<file path="src/rtl/regfile_wb_arbiter_if.sv">
// Purpose: bundles the two writeback source handshakes and the register-file write port.
// Latency: none, wiring only.
// Backpressure: sources hold valid and payload until ready is seen at a rising edge.
interface regfile_wb_arbiter_if #(
   parameter int DATA_W = 64,
   parameter int ADDR_W = 5,
   parameter int PPP_W  = 3
);
   // ALU writeback source
   logic              alu_valid;
   logic              alu_ready;
   logic [ADDR_W-1:0] alu_reg;
   logic [DATA_W-1:0] alu_data;
   logic [PPP_W-1:0]  alu_ppp;

   // MEM (load / NIC return) writeback source
   logic              mem_valid;
   logic              mem_ready;
   logic [ADDR_W-1:0] mem_reg;
   logic [DATA_W-1:0] mem_data;
   logic [PPP_W-1:0]  mem_ppp;

   // Register-file write port and status
   logic              wb_en;
   logic [ADDR_W-1:0] wb_reg;
   logic [DATA_W-1:0] wb_data;
   logic [PPP_W-1:0]  wb_ppp;
   logic              idle;

   // Writeback-stage side: drives requests, observes readiness and the write port
   modport master (
      output alu_valid, alu_reg, alu_data, alu_ppp,
      output mem_valid, mem_reg, mem_data, mem_ppp,
      input  alu_ready, mem_ready,
      input  wb_en, wb_reg, wb_data, wb_ppp, idle
   );

   // Arbiter side
   modport slave (
      input  alu_valid, alu_reg, alu_data, alu_ppp,
      input  mem_valid, mem_reg, mem_data, mem_ppp,
      output alu_ready, mem_ready,
      output wb_en, wb_reg, wb_data, wb_ppp, idle
   );
endinterface

</file>
<file path="src/rtl/regfile_wb_arbiter.sv">
// Purpose: arbitrates ALU and MEM writebacks onto the single register-file write port.
// Latency: beat accepted at edge E drives wb_en from edge E+1; one write per cycle aggregate.
// Backpressure: 2-entry FIFO per source, ready = not full (no pop bypass), low during reset.

// Two-entry in-order FIFO with 1-bit wrapping pointers.
module regfile_wb_fifo #(
   parameter int W = 8
) (
   input  logic         clk,
   input  logic         rst,
   input  logic         in_vld,
   output logic         in_rdy,
   input  logic [W-1:0] in_dat,
   output logic         out_vld,
   input  logic         out_pop,
   output logic [W-1:0] out_dat
);
   logic [W-1:0] store [2];
   logic         wr_ptr;
   logic         rd_ptr;
   logic [1:0]   count;
   logic         push;
   logic         pop;

   // A full FIFO refuses a beat even if it pops on the same edge.
   assign in_rdy  = (count != 2'd2) && !rst;
   assign out_vld = (count != 2'd0);
   assign push    = in_vld && in_rdy;
   assign pop     = out_pop && out_vld;
   assign out_dat = store[rd_ptr];

   // Pointer and occupancy tracking; reset drops everything queued.
   always_ff @(posedge clk or posedge rst) begin
      if (rst) begin
         wr_ptr <= 1'b0;
         rd_ptr <= 1'b0;
         count  <= 2'd0;
      end else begin
         if (push) wr_ptr <= ~wr_ptr;
         if (pop)  rd_ptr <= ~rd_ptr;
         case ({push, pop})
            2'b10:   count <= count + 2'd1;
            2'b01:   count <= count - 2'd1;
            default: count <= count;
         endcase
      end
   end

   // Payload storage needs no reset: occupancy gates every read.
   always_ff @(posedge clk) begin
      if (push) store[wr_ptr] <= in_dat;
   end
endmodule

module regfile_wb_arbiter #(
   parameter int DATA_W     = 64,
   parameter int ADDR_W     = 5,
   parameter int PPP_W      = 3,
   parameter int STARVE_MAX = 3
) (
   input logic                clk,
   input logic                rst,
   regfile_wb_arbiter_if.slave bus
);
   typedef struct packed {
      logic [ADDR_W-1:0] rd;
      logic [DATA_W-1:0] data;
      logic [PPP_W-1:0]  ppp;
   } wb_beat_t;

   localparam int BEAT_W = $bits(wb_beat_t);
   localparam int CNT_W  = (STARVE_MAX < 1) ? 1 : $clog2(STARVE_MAX + 1);
   localparam logic [CNT_W-1:0] STARVE_LIM = CNT_W'(STARVE_MAX);

   wb_beat_t         alu_in;
   wb_beat_t         mem_in;
   wb_beat_t         alu_head;
   wb_beat_t         mem_head;
   wb_beat_t         winner;
   logic             alu_hv;
   logic             mem_hv;
   logic             grant_alu;
   logic             grant_mem;
   logic             has_winner;
   logic [CNT_W-1:0] starve;

   assign alu_in = {bus.alu_reg, bus.alu_data, bus.alu_ppp};
   assign mem_in = {bus.mem_reg, bus.mem_data, bus.mem_ppp};

   regfile_wb_fifo #(.W(BEAT_W)) u_alu_fifo (
      .clk     (clk),
      .rst     (rst),
      .in_vld  (bus.alu_valid),
      .in_rdy  (bus.alu_ready),
      .in_dat  (alu_in),
      .out_vld (alu_hv),
      .out_pop (grant_alu),
      .out_dat (alu_head)
   );

   regfile_wb_fifo #(.W(BEAT_W)) u_mem_fifo (
      .clk     (clk),
      .rst     (rst),
      .in_vld  (bus.mem_valid),
      .in_rdy  (bus.mem_ready),
      .in_dat  (mem_in),
      .out_vld (mem_hv),
      .out_pop (grant_mem),
      .out_dat (mem_head)
   );

   // ALU wins ties unless the MEM head has already lost STARVE_MAX times in a row.
   always_comb begin
      grant_mem  = mem_hv && (!alu_hv || (starve == STARVE_LIM));
      grant_alu  = alu_hv && !grant_mem;
      has_winner = grant_alu || grant_mem;
      winner     = grant_mem ? mem_head : alu_head;
   end

   // Count consecutive lost arbitrations of a waiting MEM head, saturating at the limit.
   always_ff @(posedge clk or posedge rst) begin
      if (rst) begin
         starve <= '0;
      end else if (!mem_hv || grant_mem) begin
         starve <= '0;
      end else if (grant_alu && (starve != STARVE_LIM)) begin
         starve <= starve + CNT_W'(1);
      end
   end

   // Registered write request; register 0 is consumed without enabling a write.
   always_ff @(posedge clk or posedge rst) begin
      if (rst) begin
         bus.wb_en   <= 1'b0;
         bus.wb_reg  <= '0;
         bus.wb_data <= '0;
         bus.wb_ppp  <= '0;
      end else begin
         bus.wb_en <= has_winner && (winner.rd != '0);
         if (has_winner) begin
            bus.wb_reg  <= winner.rd;
            bus.wb_data <= winner.data;
            bus.wb_ppp  <= winner.ppp;
         end
      end
   end

   assign bus.idle = !alu_hv && !mem_hv && !bus.wb_en;
endmodule

</file>
<file path="src/flat_wrapper.sv">
// flat-port wrapper written by rule: the top's interface ports become plain ports
module regfile_wb_arbiter_flat 
#(
   parameter int DATA_W     = 64,
   parameter int ADDR_W     = 5,
   parameter int PPP_W      = 3,
   parameter int STARVE_MAX = 3
)
  (clk, rst, bus_alu_valid, bus_alu_reg, bus_alu_data, bus_alu_ppp, bus_mem_valid, bus_mem_reg, bus_mem_data, bus_mem_ppp, bus_alu_ready, bus_mem_ready, bus_wb_en, bus_wb_reg, bus_wb_data, bus_wb_ppp, bus_idle);
  regfile_wb_arbiter_if #(.DATA_W(DATA_W), .ADDR_W(ADDR_W), .PPP_W(PPP_W)) bus_i ();
  input logic clk;
  input logic rst;
  input wire logic [$bits(bus_i.alu_valid)-1:0] bus_alu_valid;
  input wire logic [$bits(bus_i.alu_reg)-1:0] bus_alu_reg;
  input wire logic [$bits(bus_i.alu_data)-1:0] bus_alu_data;
  input wire logic [$bits(bus_i.alu_ppp)-1:0] bus_alu_ppp;
  input wire logic [$bits(bus_i.mem_valid)-1:0] bus_mem_valid;
  input wire logic [$bits(bus_i.mem_reg)-1:0] bus_mem_reg;
  input wire logic [$bits(bus_i.mem_data)-1:0] bus_mem_data;
  input wire logic [$bits(bus_i.mem_ppp)-1:0] bus_mem_ppp;
  output wire logic [$bits(bus_i.alu_ready)-1:0] bus_alu_ready;
  output wire logic [$bits(bus_i.mem_ready)-1:0] bus_mem_ready;
  output wire logic [$bits(bus_i.wb_en)-1:0] bus_wb_en;
  output wire logic [$bits(bus_i.wb_reg)-1:0] bus_wb_reg;
  output wire logic [$bits(bus_i.wb_data)-1:0] bus_wb_data;
  output wire logic [$bits(bus_i.wb_ppp)-1:0] bus_wb_ppp;
  output wire logic [$bits(bus_i.idle)-1:0] bus_idle;
  assign bus_i.alu_valid = bus_alu_valid;
  assign bus_i.alu_reg = bus_alu_reg;
  assign bus_i.alu_data = bus_alu_data;
  assign bus_i.alu_ppp = bus_alu_ppp;
  assign bus_i.mem_valid = bus_mem_valid;
  assign bus_i.mem_reg = bus_mem_reg;
  assign bus_i.mem_data = bus_mem_data;
  assign bus_i.mem_ppp = bus_mem_ppp;
  assign bus_alu_ready = bus_i.alu_ready;
  assign bus_mem_ready = bus_i.mem_ready;
  assign bus_wb_en = bus_i.wb_en;
  assign bus_wb_reg = bus_i.wb_reg;
  assign bus_wb_data = bus_i.wb_data;
  assign bus_wb_ppp = bus_i.wb_ppp;
  assign bus_idle = bus_i.idle;
  regfile_wb_arbiter #(.DATA_W(DATA_W), .ADDR_W(ADDR_W), .PPP_W(PPP_W), .STARVE_MAX(STARVE_MAX)) u_core (.clk(clk), .rst(rst), .bus(bus_i));
endmodule
</file>
<file path="config.mk">
export PLATFORM = sky130hd
export DESIGN_NAME = regfile_wb_arbiter_flat
export DESIGN_NICKNAME = d
export VERILOG_FILES = /design/src/rtl/regfile_wb_arbiter_if.sv /design/src/rtl/regfile_wb_arbiter.sv /design/src/flat_wrapper.sv
export SDC_FILE = /design/constraint.sdc
export NUM_CORES = 1
export LEC_CHECK = 0
export BUFFER_PORTS_ARGS = -buffer_cell sky130_fd_sc_hd__buf_2
export CAP_MARGIN = 20
export CORE_ASPECT_RATIO = 0.75
export CORE_MARGIN = 2
export CORE_UTILIZATION = 32
export DETAILED_ROUTE_END_ITERATION = 8
export PLACE_DENSITY = 0.5
export SLEW_MARGIN = 20
export SYNTH_ARGS = -nofsm -noshare
export SYNTH_HDL_FRONTEND = slang
export SYNTH_HIERARCHICAL = 1
export SYNTH_SLANG_ARGS = --single-unit
</file>
<file path="constraint.sdc">
create_clock -name clk -period 8.5 [get_ports clk]
set_input_delay 0.85 -clock clk [delete_from_list [all_inputs] [get_ports clk]]
set_output_delay 0.85 -clock clk [all_outputs]
set_load 0.05 [all_outputs]
</file>
==> results of run 1 <==
==> synth_stat cells <==
library cell               instances  share of area [%]
sky130_fd_sc_hd__or2_4             2               0.12
sky130_fd_sc_hd__edfxtp_1        288                 58
sky130_fd_sc_hd__a32oi_1          67                3.9
sky130_fd_sc_hd__and2_4            2               0.12
sky130_fd_sc_hd__o22ai_1           5               0.21
sky130_fd_sc_hd__nor2_2            1              0.042
sky130_fd_sc_hd__nor2_1            6               0.15
sky130_fd_sc_hd__dfrtp_1          83                 14
sky130_fd_sc_hd__and2_1            2              0.084
sky130_fd_sc_hd__a21oi_1           5               0.17
sky130_fd_sc_hd__ha_1              3               0.25
sky130_fd_sc_hd__and3_1            2              0.084
sky130_fd_sc_hd__nor3b_1           1              0.050
sky130_fd_sc_hd__mux2_2           11               0.83
sky130_fd_sc_hd__a21boi_4          1               0.13
sky130_fd_sc_hd__buf_2            13               0.44
sky130_fd_sc_hd__inv_1             9               0.23
sky130_fd_sc_hd__nand2b_1          3               0.13
sky130_fd_sc_hd__buf_4             5               0.25
sky130_fd_sc_hd__nor2b_1           2              0.084
sky130_fd_sc_hd__xor2_1            4               0.24
sky130_fd_sc_hd__mux2_4          138                 14
sky130_fd_sc_hd__buf_1             2              0.050
sky130_fd_sc_hd__o21ai_0           2              0.067
sky130_fd_sc_hd__nor3_1            1              0.034
sky130_fd_sc_hd__buf_6             2               0.15
sky130_fd_sc_hd__clkbuf_1         12               0.30
sky130_fd_sc_hd__buf_12           14                1.9
sky130_fd_sc_hd__or4_1             2               0.10
sky130_fd_sc_hd__xnor2_1           6               0.35
sky130_fd_sc_hd__nand2_1         138                3.5
==> power by group through the flow <==
stage / registers, mW / clock network [mW] / logic [mW]
floorplan: 3.17 / 0 / 1.49
global placement: 2.71 / 0 / 2.48
detailed placement: 2.71 / 0 / 2.51
CTS: 2.67 / 1.82 / 2.51
global route: 2.71 / 1.89 / 2.65
finish: 2.66 / 1.77 / 2.46
==> cell families after synthesis <==
logic type                 share of synthesized area, %
AOI/OAI and AO/OA                                  4.52
xor gates and xnor gates                          0.589
adders and majority gates                         0.252
buffers and inverters                              3.31
DFF                                                72.1
muxes                                              14.8
and+or+nand+nor                                    4.47
==> metrics by stage <==
| step | power (mW) | setup WS [ns] |
|---|---|---|
| 4_1_cts | 7.01 | 5.28 |
| 2_1_floorplan | 4.66 | 3.89 |
| 5_1_grt | 7.26 | 5.24 |
| 6_report | 6.89 | 5.32 |
| 3_3_place_gp | 5.19 | 5.08 |
| 3_5_place_dp | 5.22 | 5.11 |
==> worst min-delay path by stage <==
stage | from | end | slack (ns) | depth (start not counted)
after floorplan | u_core/starve[0] | u_core/starve[0] | 0.42 | 1
after detailed placement | u_core/starve[0] | u_core/starve[0] | 0.44 | 1
after CTS | rst | u_core/u_mem_fifo/wr_ptr | 0.25 | 2
final | rst | u_core/u_mem_fifo/wr_ptr | 0.27 | 2
after global placement | u_core/starve[0] | u_core/starve[0] | 0.43 | 1
after global routing | rst | u_core/u_mem_fifo/wr_ptr | 0.27 | 2
==> critical path, stage by stage, from the launching register on <==
cell and delay, ns:
sky130_fd_sc_hd__dfrtp_1 0.41, sky130_fd_sc_hd__or2_4 0.14, sky130_fd_sc_hd__buf_4 0.81, sky130_fd_sc_hd__nor3_1 0.13, sky130_fd_sc_hd__buf_2 0.27
==> layout make-up <==
type                    instances  area (sq um)  area share [%]
clock inverters                17           200            1.13
flip-flops and latches        371         10700            60.4
inverters                       9          36.3           0.204
well taps                     595           744            4.19
clock buffers                  57          1150            6.45
diodes                          2          5.00          0.0281
multi-input cells             404          3700            20.8
repair buffers                233          1220            6.85
==> routing by layer <==
layer,wire length (microns),up-vias,GRT usage [%]
met3,2260,43,3.69
met4,423,2,3.32
li1,-,3634,-
met1,16900,3940,21.1
met5,13,-,0
met2,15800,209,21.9
==> placed cells by master, fill, tap and decap left out, drive strengths merged, types with 4 or more instances in the layout <==
cell,netlist,routed
clkinv,0,9
edfxtp,288,288
nand2,138,138
clkbuf,12,57
xor2,4,4
xnor2,6,6
bufinv,0,4
dfrtp,83,83
o22ai,5,5
buf,36,233
and2,4,4
inv,9,11
a32oi,67,67
nor2,7,7
mux2,149,149
a21oi,5,5
==> results.toml, run 1 <==
[sta]
timing.final.crit_share_pct = 37.4
final-max-slew-violation-count = 0
fin_skew_ns = 0.0130
timing.final.setup_violations = 0
highest_clock_rate_mhz = 314
timing_worst_slew_pin_value_ns = 1.13
finalHoldViolations = 0
grt_setup_unrepaired = "no"
tns_ns = 0
slew_hr_pct = 24.8
fin_crit_ns = 3.18
fin_worst_hold_slack_ns = 0.271

[worst_setup_path]
r2r-end = "u_core/bus.wb_en"
regToRegSetupSlack_ns = 5.51
endpoint = "bus_idle"
timing.critical_path.from = "u_core/u_mem_fifo/count[0]"
critical_path_peak_fanout = 79
crit_path_start_kind = "flop"
worst_flop_to_flop_path_startpoint = "u_core/u_mem_fifo/rd_ptr"
ff2ff_path_depth = 5
critical_path_required_ns = 7.65
cp.arrival_ns = 2.33
path_class = "flop to output pin"
worst_setup_path_end_kind = "output pin"

[floorplanning]
row_count = 68
top_level_ports = 224
die_h_microns = 191
coreArea_sq_um = 45900
die_area_sq_um = 48200
initial_utilization_pct = 32.4
die_outline_width_microns = 253

[clock_network]
ctsHoldBuffers = 0
cts_buffers = 40
clk_transition_reported_paths_ns = 0.06
tritoncts_clock_tree = "yes"
cts.root.buffer_cell = "sky130_fd_sc_hd__clkbuf_16"
htree_levels = 2
cts_max_path_buffers = 3
clock_sink_count = 371
clock_insertion_delay_worst_skew_ns = 0.54
postCtsResizedCells = 0
post-cts-setup-buffer-count = 0

[logic_synthesis]
synth_area_sq_um = 14900
synth_seq_area_share_pct = 72.1
avgSynthCellArea_sq_um = 17.9
yosys.cell_types.count = 31
synth_nets = 983
yosys_warnings = 6
synth_seq_cells = 371
synthCells = 832

[route]
drc_errors_left = 0
drt_iter0_drc = 406
detailedRoute.firstPassIterationCount = 7
average_wire_length_per_cell_after_detail_routing_microns = 21.0
totalWireLength_mm = 35.4
route.detailed.vias_per_inst = 4.64
num_vias = 7828
antenna_violating_nets_post_route = 0

[pwr]
vdd.ir_drop.worst_uv = 229
power.leakage_nw = 7.15
power.density_cell_area_nw_per_um2 = 388
internal_power_mw = 4.32
share_seq_of_total_power_pct = 38.6
clock_network_power_share_pct = 25.7
p_sw_share_pct = 37.4
power_switching_mw = 2.58
share_comb_of_total_power_pct = 35.7

[global_routing]
grt_pass1_wl_mm = 52.1
vias_in_the_first_global_route = 8164
grt_util_all_layers_pct = 14.6
overflow = 0
maximum_number_of_pins_on_one_net_before_global_route_repair = 80
initial_antenna_violation_count = 2

[finish]
largest_registers_in_the_final_layout = "u_core/u_alu_fifo/store: 144 flops, u_core/u_mem_fifo/store: 144 flops, u_core/bus.wb_data: 64 flops"
final_nets = 1210
stdcell_area_sq_um = 17800
syn2layout_area_growth_pct = 19.5
final_util_pct = 38.7
final_layout_size_suffix_gt1_share_pct = 42.1
nFillCells = 4324
instances_no_fill = 1688

[placement]
io_buffers = 223
area_of_placed_instances_sq_um = 16400
dp_hpwl_mm = 21.2
placedCellCount = 1612
finalWeightedCongestion = 0.707

[hold_path]
timing.hold.worst.class = "input pin to async pin"

[run]
max-cap-violations = 0

[run_status]
status = "complete, no violations"
Power figures use the tool's default switching activity.
==> run 2, diff against run 1 <==
ABC_AREA = 1   (was unset)
clock period = 3.3 ns   (was 8.5 ns; I/O delays follow)
==> run 2 against run 1 <==
  * Cell count is 32% higher
  * Sequential power increased to 2.5 times the previous value
  * Setup slack got worse by 4.9 ns
  * Final area increased by 6.9%
  * Critical endpoint unchanged
  * Non-clock buffer count is 158 higher
  * Global-route usage up 1.3 points
  * Die area is 1.9% lower
  * Via count grew 27%
  * Count of clock-buffer cells in the layout is 2 lower
  * Combinational power grew 140%
  * Synthesized area decreased by 2.0%
  * Sequential share of layout area down 3.9 points
==> results.toml, run 2 <==
[global_routing]
vias_in_the_first_global_route = 9673
grt_util_all_layers_pct = 15.9
grt_pass1_wl_mm = 57.1
overflow = 0
maximum_number_of_pins_on_one_net_before_global_route_repair = 82
initial_antenna_violation_count = 4

[finish]
syn2layout_area_growth_pct = 30.3
final_cell_mix = "sky130_fd_sc_hd__nand2_1, sky130_fd_sc_hd__edfxtp_1, sky130_fd_sc_hd__buf_2, sky130_fd_sc_hd__inv_1, sky130_fd_sc_hd__o21ai_1"
multi_input_area_sq_um = 2830
instances_no_fill = 2227
stdcell_area_sq_um = 19000
final_layout_size_suffix_gt1_share_pct = 19.3
layout.cells.most_common = "sky130_fd_sc_hd__nand2_1"
largest_registers_in_the_final_layout = "u_core/u_alu_fifo/store: 144 flops, u_core/u_mem_fifo/store: 144 flops, u_core/bus.wb_data: 64 flops"
final_nets = 1759
final_util_pct = 42.4
nFillCells = 4253
layout.area.seq_sq_um = 10700

[logic_synthesis]
post-synth-top-area-fraction_pct = 59.3
top_cells_by_area_in_the_synthesized_netlist = "sky130_fd_sc_hd__edfxtp_1, sky130_fd_sc_hd__dfrtp_1, sky130_fd_sc_hd__nand2_1"
synth_area_sq_um = 14600
synth_nets = 1388
synth_seq_area_share_pct = 73.6
synth_enable_flop_cells = 288
synth_seq_cells = 371
postSynth.asyncResetShare_pct = 22.4
synthTopCellsByCount = "sky130_fd_sc_hd__nand2_1, sky130_fd_sc_hd__edfxtp_1, sky130_fd_sc_hd__inv_1"
synth-main-ff-cell = "sky130_fd_sc_hd__edfxtp_1"
yosys.cell_count.top_type = "sky130_fd_sc_hd__nand2_1"
yosys.cell_types.count = 21
yosys_warnings = 6
avgSynthCellArea_sq_um = 11.8
synthCells = 1237
synth_area_leader_cell = "sky130_fd_sc_hd__edfxtp_1"

[route]
drt_iter0_drc = 643
drc_errors_left = 0
average_wire_length_per_cell_after_detail_routing_microns = 16.9
route.detailed.vias_per_inst = 4.47
antenna_violating_nets_post_route = 0
detailedRoute.firstPassIterationCount = 5
num_vias = 9961
totalWireLength_mm = 37.5

[worst_setup_path]
cp.arrival_ns = 2.52
worst_setup_path_end_kind = "output pin"
r2r-end = "u_core/bus.wb_en"
ff2ff_path_depth = 9
crit_path_start_kind = "flop"
regToRegSetupSlack_ns = 0.92
worst_flop_to_flop_path_startpoint = "u_core/u_mem_fifo/count[0]"
critical_path_required_ns = 2.97
critical_path_peak_fanout = 68
path_class = "flop to output pin"

[sta]
tns_ns = 0
finalHoldViolations = 0
highest_clock_rate_mhz = 351
slew_hr_pct = 36.0
final.setup.worst_slack_ns = 0.451
fin_crit_ns = 2.85
timing.final.crit_share_pct = 86.3
grt_setup_unrepaired = "no"
fin_worst_hold_slack_ns = 0.140
final-max-slew-violation-count = 0
fin_skew_ns = 0.0128
timing.final.setup_violations = 0
timing_worst_slew_pin_value_ns = 0.959

[clock_network]
clock_insertion_delay_worst_skew_ns = 0.54
tritoncts_clock_tree = "yes"
cts.root.buffer_cell = "sky130_fd_sc_hd__clkbuf_16"
cts_max_path_buffers = 3
htree_levels = 2
clk_transition_reported_paths_ns = 0.06
clock_sink_count = 371
postCtsResizedCells = 0
cts_buffers = 40

[floorplanning]
coreArea_sq_um = 44800
die_area_sq_um = 47300
top_level_ports = 224
die_outline_width_microns = 250
row_count = 67
initial_utilization_pct = 32.5
die_h_microns = 189

[pwr]
vdd.ir_drop.worst_uv = 595
power.density_cell_area_nw_per_um2 = 897
p_sw_share_pct = 40.4
power_switching_mw = 6.88
pwr_total_mw = 17.0
power.leakage_nw = 8.01
internal_power_mw = 10.2
share_comb_of_total_power_pct = 35.2
clock_network_power_share_pct = 25.1
share_seq_of_total_power_pct = 39.7

[placement]
placedCellCount = 2007
area_of_placed_instances_sq_um = 16300
io_buffers = 223
finalWeightedCongestion = 0.725
place_ws_ns = 0.924
dp_hpwl_mm = 22.9

[hold_path]
hold-path-endpoint = "u_core/u_alu_fifo/wr_ptr"
worstHoldPathCells = 3
timing.hold.worst.class = "input pin to flop"
timing.hold.worst.start = "bus_alu_valid"

[run]
max-cap-violations = 0

[run_status]
status = "complete, no violations"
[run 2: kinds of logic (layout without fill, tap and decap cells)]
| family | count (synthesis) | in the layout | share of synthesized area (%) |
|---|---|---|---|
| other | 0 | 2 | 0 |
| flip-flops | 371 | 371 | 73.6 |
| XOR/XNOR | 2 | 2 | 0.120 |
| AO/OA/AOI/OAI | 153 | 153 | 5.25 |
| buffers and inverters | 235 | 637 | 7.16 |
| AND/OR/NAND/NOR | 473 | 473 | 13.7 |
| adder cells (fa/ha/maj) | 3 | 3 | 0.257 |
[run 2: critical path, stage by stage, from the launching register on]
cell and delay (ns):
sky130_fd_sc_hd__dfrtp_1 0.39, sky130_fd_sc_hd__inv_1 0.10, sky130_fd_sc_hd__nand2_1 0.26, sky130_fd_sc_hd__inv_2 0.11
sky130_fd_sc_hd__nand2_4 0.08, sky130_fd_sc_hd__buf_4 0.70, sky130_fd_sc_hd__nor2_1 0.09, sky130_fd_sc_hd__buf_2 0.25
[run 2: power by group through the flow]
stage | registers [mW] | logic [mW] | clock network (mW)
4_1_cts | 6.79 | 6.10 | 4.41
3_5_place_dp | 6.87 | 5.95 | 0
5_1_grt | 6.90 | 6.59 | 4.60
6_report | 6.77 | 6.00 | 4.27
3_3_place_gp | 6.85 | 5.86 | 0
2_1_floorplan | 8.08 | 3.04 | 0
[run 2: final cells by class]
type | instances | area share, %
antenna | 2 | 0.0263
inverter | 173 | 3.48
tap | 586 | 3.86
clock buffer | 55 | 5.94
timing repair buffer | 391 | 14.7
clock inverter | 18 | 0.639
sequential | 371 | 56.5
multi-input combinational | 631 | 14.9
[run 2: worst max path at each step]
stage                                    end  cells after the start  slack [ns]                  startpoint
2_1_floorplan  u_core/u_alu_fifo/store[1][0]                      3        0.36                         rst
3_3_place_gp                u_core/bus.wb_en                      9        1.01  u_core/u_mem_fifo/count[0]
3_5_place_dp                u_core/bus.wb_en                      9        0.92  u_core/u_mem_fifo/count[0]
4_1_cts                             bus_idle                      7        0.38  u_core/u_mem_fifo/count[0]
5_1_grt                             bus_idle                      7        0.26  u_core/u_mem_fifo/count[0]
6_report                            bus_idle                      7        0.45  u_core/u_mem_fifo/count[0]
[run 2: timing repair]
item	4_1_cts	5_1_grt
endpoints found under the hold margin	296	0
setup buffers	0	0
hold buffers	145	0
[run 2: metal layers]
| layer | global-route usage [%] | wire length, microns | up-vias |
|---|---|---|---|
| li1 | - | - | 4886 |
| met1 | 22.5 | 18100 | 4760 |
| met2 | 24.5 | 16400 | 264 |
| met3 | 3.99 | 2470 | 47 |
| met4 | 3.75 | 595 | 4 |
| met5 | 0 | 27 | - |
==> run 3, diff against run 2 <==
--- a/config.mk
+++ b/config.mk
@@ -17,4 +17,3 @@
 export SYNTH_ARGS = -nofsm -noshare
 export SYNTH_HDL_FRONTEND = slang
-export SYNTH_HIERARCHICAL = 1
 export SYNTH_SLANG_ARGS = --single-unit
==> constraint.sdc (replaced) <==
create_clock -name clk -period 3.3 [get_ports clk]
set_input_delay 0.165 -clock clk [delete_from_list [all_inputs] [get_ports clk]]
set_output_delay 0.165 -clock clk [all_outputs]
set_load 0.05 [all_outputs]
==> run 3 against run 2 <==
  * Sequential power up 0.6%
  * Fmax up 15%
  * Highest routed layer unchanged
  * Critical path type unchanged
  * Routed wire length up 2.1%
  * Setup slack better by 0.36 ns
  * Critical endpoint unchanged
==> results.toml, run 3 <==
[floorplanning]
die_outline_width_microns = 247
top_level_ports = 224
coreArea_sq_um = 43400
die_area_sq_um = 45900
initial_utilization_pct = 32.5
die_h_microns = 186
row_count = 66

[finish]
layout.cells.most_common = "sky130_fd_sc_hd__edfxtp_1"
final_util_pct = 43.1
final_layout_size_suffix_gt1_share_pct = 21.9
final_nets = 1591
largest_registers_in_the_final_layout = "u_core.u_alu_fifo.store: 144 flops, u_core.u_mem_fifo.store: 144 flops, u_core.bus.wb_data: 64 flops"
syn2layout_area_growth_pct = 32.5
final_cell_mix = "sky130_fd_sc_hd__edfxtp_1, sky130_fd_sc_hd__nand2_1, sky130_fd_sc_hd__buf_2, sky130_fd_sc_hd__dlygate4sd3_1, sky130_fd_sc_hd__nor2_1"
stdcell_area_sq_um = 18700

[pwr]
power.density_cell_area_nw_per_um2 = 930
power.leakage_nw = 7.58
internal_power_mw = 10.5
clock_network_power_share_pct = 25.8
p_sw_share_pct = 39.7
share_seq_of_total_power_pct = 39.1
vdd.ir_drop.worst_uv = 583
power_switching_mw = 6.92
pwr_total_mw = 17.4
share_comb_of_total_power_pct = 35.1

[clock_network]
cts_buffers = 39
clk_transition_reported_paths_ns = 0.07
post-cts-setup-buffer-count = 0
cts_max_path_buffers = 3
tritoncts_clock_tree = "yes"
cts.root.buffer_cell = "sky130_fd_sc_hd__clkbuf_16"
clock_insertion_delay_worst_skew_ns = 0.55
clock_sink_count = 371
htree_levels = 2

[route]
totalWireLength_mm = 38.3
detailedRoute.firstPassIterationCount = 4
average_wire_length_per_cell_after_detail_routing_microns = 18.7
antenna_violating_nets_post_route = 0
drc_errors_left = 0
drt_iter0_drc = 567
route.detailed.vias_per_inst = 4.53
num_vias = 9292

[logic_synthesis]
synth_enable_flop_cells = 288
yosys.cell_count.top_type = "sky130_fd_sc_hd__edfxtp_1"
post-synth-top-area-fraction_pct = 61.2
postSynth.asyncResetShare_pct = 22.4
synth_area_sq_um = 14100
avgSynthCellArea_sq_um = 13.3
synth_area_leader_cell = "sky130_fd_sc_hd__edfxtp_1"
yosys.cell_types.count = 28
synth_nets = 1216
top_cells_by_area_in_the_synthesized_netlist = "sky130_fd_sc_hd__edfxtp_1, sky130_fd_sc_hd__dfrtp_1, sky130_fd_sc_hd__nand2_1"
synthTopCellsByCount = "sky130_fd_sc_hd__edfxtp_1, sky130_fd_sc_hd__nand2_1, sky130_fd_sc_hd__nor2_1"
synth_seq_cells = 371
synth_seq_area_share_pct = 75.9
synthCells = 1065
yosys_warnings = 0
synth-main-ff-cell = "sky130_fd_sc_hd__edfxtp_1"

[sta]
timing.final.setup_violations = 0
final.setup.worst_slack_ns = 0.813
fin_skew_ns = 0.0301
finalHoldViolations = 0
timing.final.crit_share_pct = 75.4
final-max-slew-violation-count = 0
grt_setup_unrepaired = "no"
slew_hr_pct = 32.7
fin_crit_ns = 2.49
fin_worst_hold_slack_ns = 0.110
timing_worst_slew_pin_value_ns = 1.01
highest_clock_rate_mhz = 402

[worst_setup_path]
path_cells = "nor2_4, nand2_4, buf_4, nor2_1, buf_2"
worst_setup_path_end_kind = "output pin"
critical_path.n_buffers_inverters = 2
critical_path_peak_fanout = 68
path_class = "flop to output pin"
peak_per_stage_delay_on_the_critical_path_ns = 0.77
worst_flop_to_flop_path_startpoint = "u_core.u_alu_fifo.count[0]"
critical_path_required_ns = 3.13
worst_path_max_delay_cell = "sky130_fd_sc_hd__buf_4"
r2r-end = "u_core.u_alu_fifo.store[0][31]"
crit_path_start_kind = "flop"
cp.arrival_ns = 2.32
cp_top_family = "buffers and inverters"
regToRegSetupSlack_ns = 0.99
ff2ff_path_depth = 5

[placement]
area_of_placed_instances_sq_um = 16000
finalWeightedCongestion = 0.691
io_buffers = 223
dp_hpwl_mm = 22.9
place_ws_ns = 0.955

[global_routing]
grt_pass1_wl_mm = 56.5
grt_util_all_layers_pct = 16.5
initial_antenna_violation_count = 3
grt-busiest-layer = "met2"
overflow = 0
vias_in_the_first_global_route = 9475
maximum_number_of_pins_on_one_net_before_global_route_repair = 73
gr_layer_usage_met1_pct = 23.2
global_route.usage.met2_pct = 26.2
met3_usage_pct = 3.34

[hold_path]
timing.hold.worst.start = "bus_alu_valid"
worstHoldPathCells = 3
hold-path-endpoint = "u_core.u_alu_fifo.wr_ptr"
timing.hold.worst.class = "input pin to flop"

[run]
max-cap-violations = 0

[run_status]
status = "complete, no violations"
-- run 3: cell count changes after synthesis, moves of 71 or more --
cell / before / now
sky130_fd_sc_hd__inv_1: 170 / 15
sky130_fd_sc_hd__o21ai_1: 146 / 1
sky130_fd_sc_hd__nor2_1: 6 / 143
sky130_fd_sc_hd__nand2_1: 314 / 235
sky130_fd_sc_hd__o21ai_0: 5 / 81
sky130_fd_sc_hd__nand3_1: 141 / 70
-- run 3: final cells by class --
cell class	instances	area, sq um
multi-input cells	622	3100
well taps	578	723
repair buffers	388	2780
inverters	18	72.6
fillers	4053	24700
clock buffers	52	1070
diodes	2	5.00
clock inverters	20	239
flip-flops and latches	371	10700
-- run 3: power by group through the flow --
stage          clock [mW]  sequential (mW)  combinational [mW]
2_1_floorplan           0             8.19                2.86
3_3_place_gp            0             6.89                6.04
3_5_place_dp            0             6.91                6.08
4_1_cts              4.61             6.82                6.23
5_1_grt              4.81             6.91                6.71
6_report             4.49             6.81                6.11
-- run 3: worst max-delay path by stage --
stage	from	endpoint	slack, ns	cells after the start
floorplan	u_core.u_mem_fifo.count[0]	u_core.u_mem_fifo.store[0][0]	-0.67	4
global placement	u_core.u_mem_fifo.rd_ptr	u_core.bus.wb_en	0.93	7
detailed placement	u_core.u_alu_fifo.count[0]	u_core.u_alu_fifo.store[0][2]	0.95	5
CTS	u_core.u_alu_fifo.count[0]	bus_idle	0.77	5
global route	u_core.u_alu_fifo.count[0]	bus_idle	0.70	5
finish	u_core.u_alu_fifo.count[0]	bus_idle	0.81	5
-- run 3: timing repair --
item | 4_1_cts | 5_1_grt
resized for setup | 0 | 0
hold buffers | 145 | 0
endpoints found under the hold margin | 320 | 0
-- run 3: logic make-up after synthesis --
logic type	share of synthesized area, %
AND/OR/NAND/NOR	13.1
XOR/XNOR	0.496
AO/OA/AOI/OAI	3.07
buffers and inverters	2.42
adder cells (fa/ha/maj)	0.266
flip-flops	75.9
multiplexers	4.75
-- run 3: worst register-to-register path, stage by stage (launching register included) --
cell and delay, ns:
sky130_fd_sc_hd__dfrtp_1 0.51, sky130_fd_sc_hd__nor2_1 0.12, sky130_fd_sc_hd__nor2_1 0.14, sky130_fd_sc_hd__nand2_1 0.20, sky130_fd_sc_hd__nor2_4 0.53, sky130_fd_sc_hd__buf_4 0.44
-- run 3: metal layers --
metal / part of all wire, % / up-vias
met2: 45 / 221
met3: 5.7 / 60
met1: 47 / 4548
li1: - / 4461
met5: 0.034 / -
met4: 2.2 / 2
-- run 3: per-stage QoR --
step | std cells | setup TNS (ns)
2_1_floorplan | 1065 | -95.85
3_3_place_gp | 1832 | 0
3_5_place_dp | 1832 | 0
4_1_cts | 2049 | 0
5_1_grt | 2050 | 0
6_report | 2051 | 0
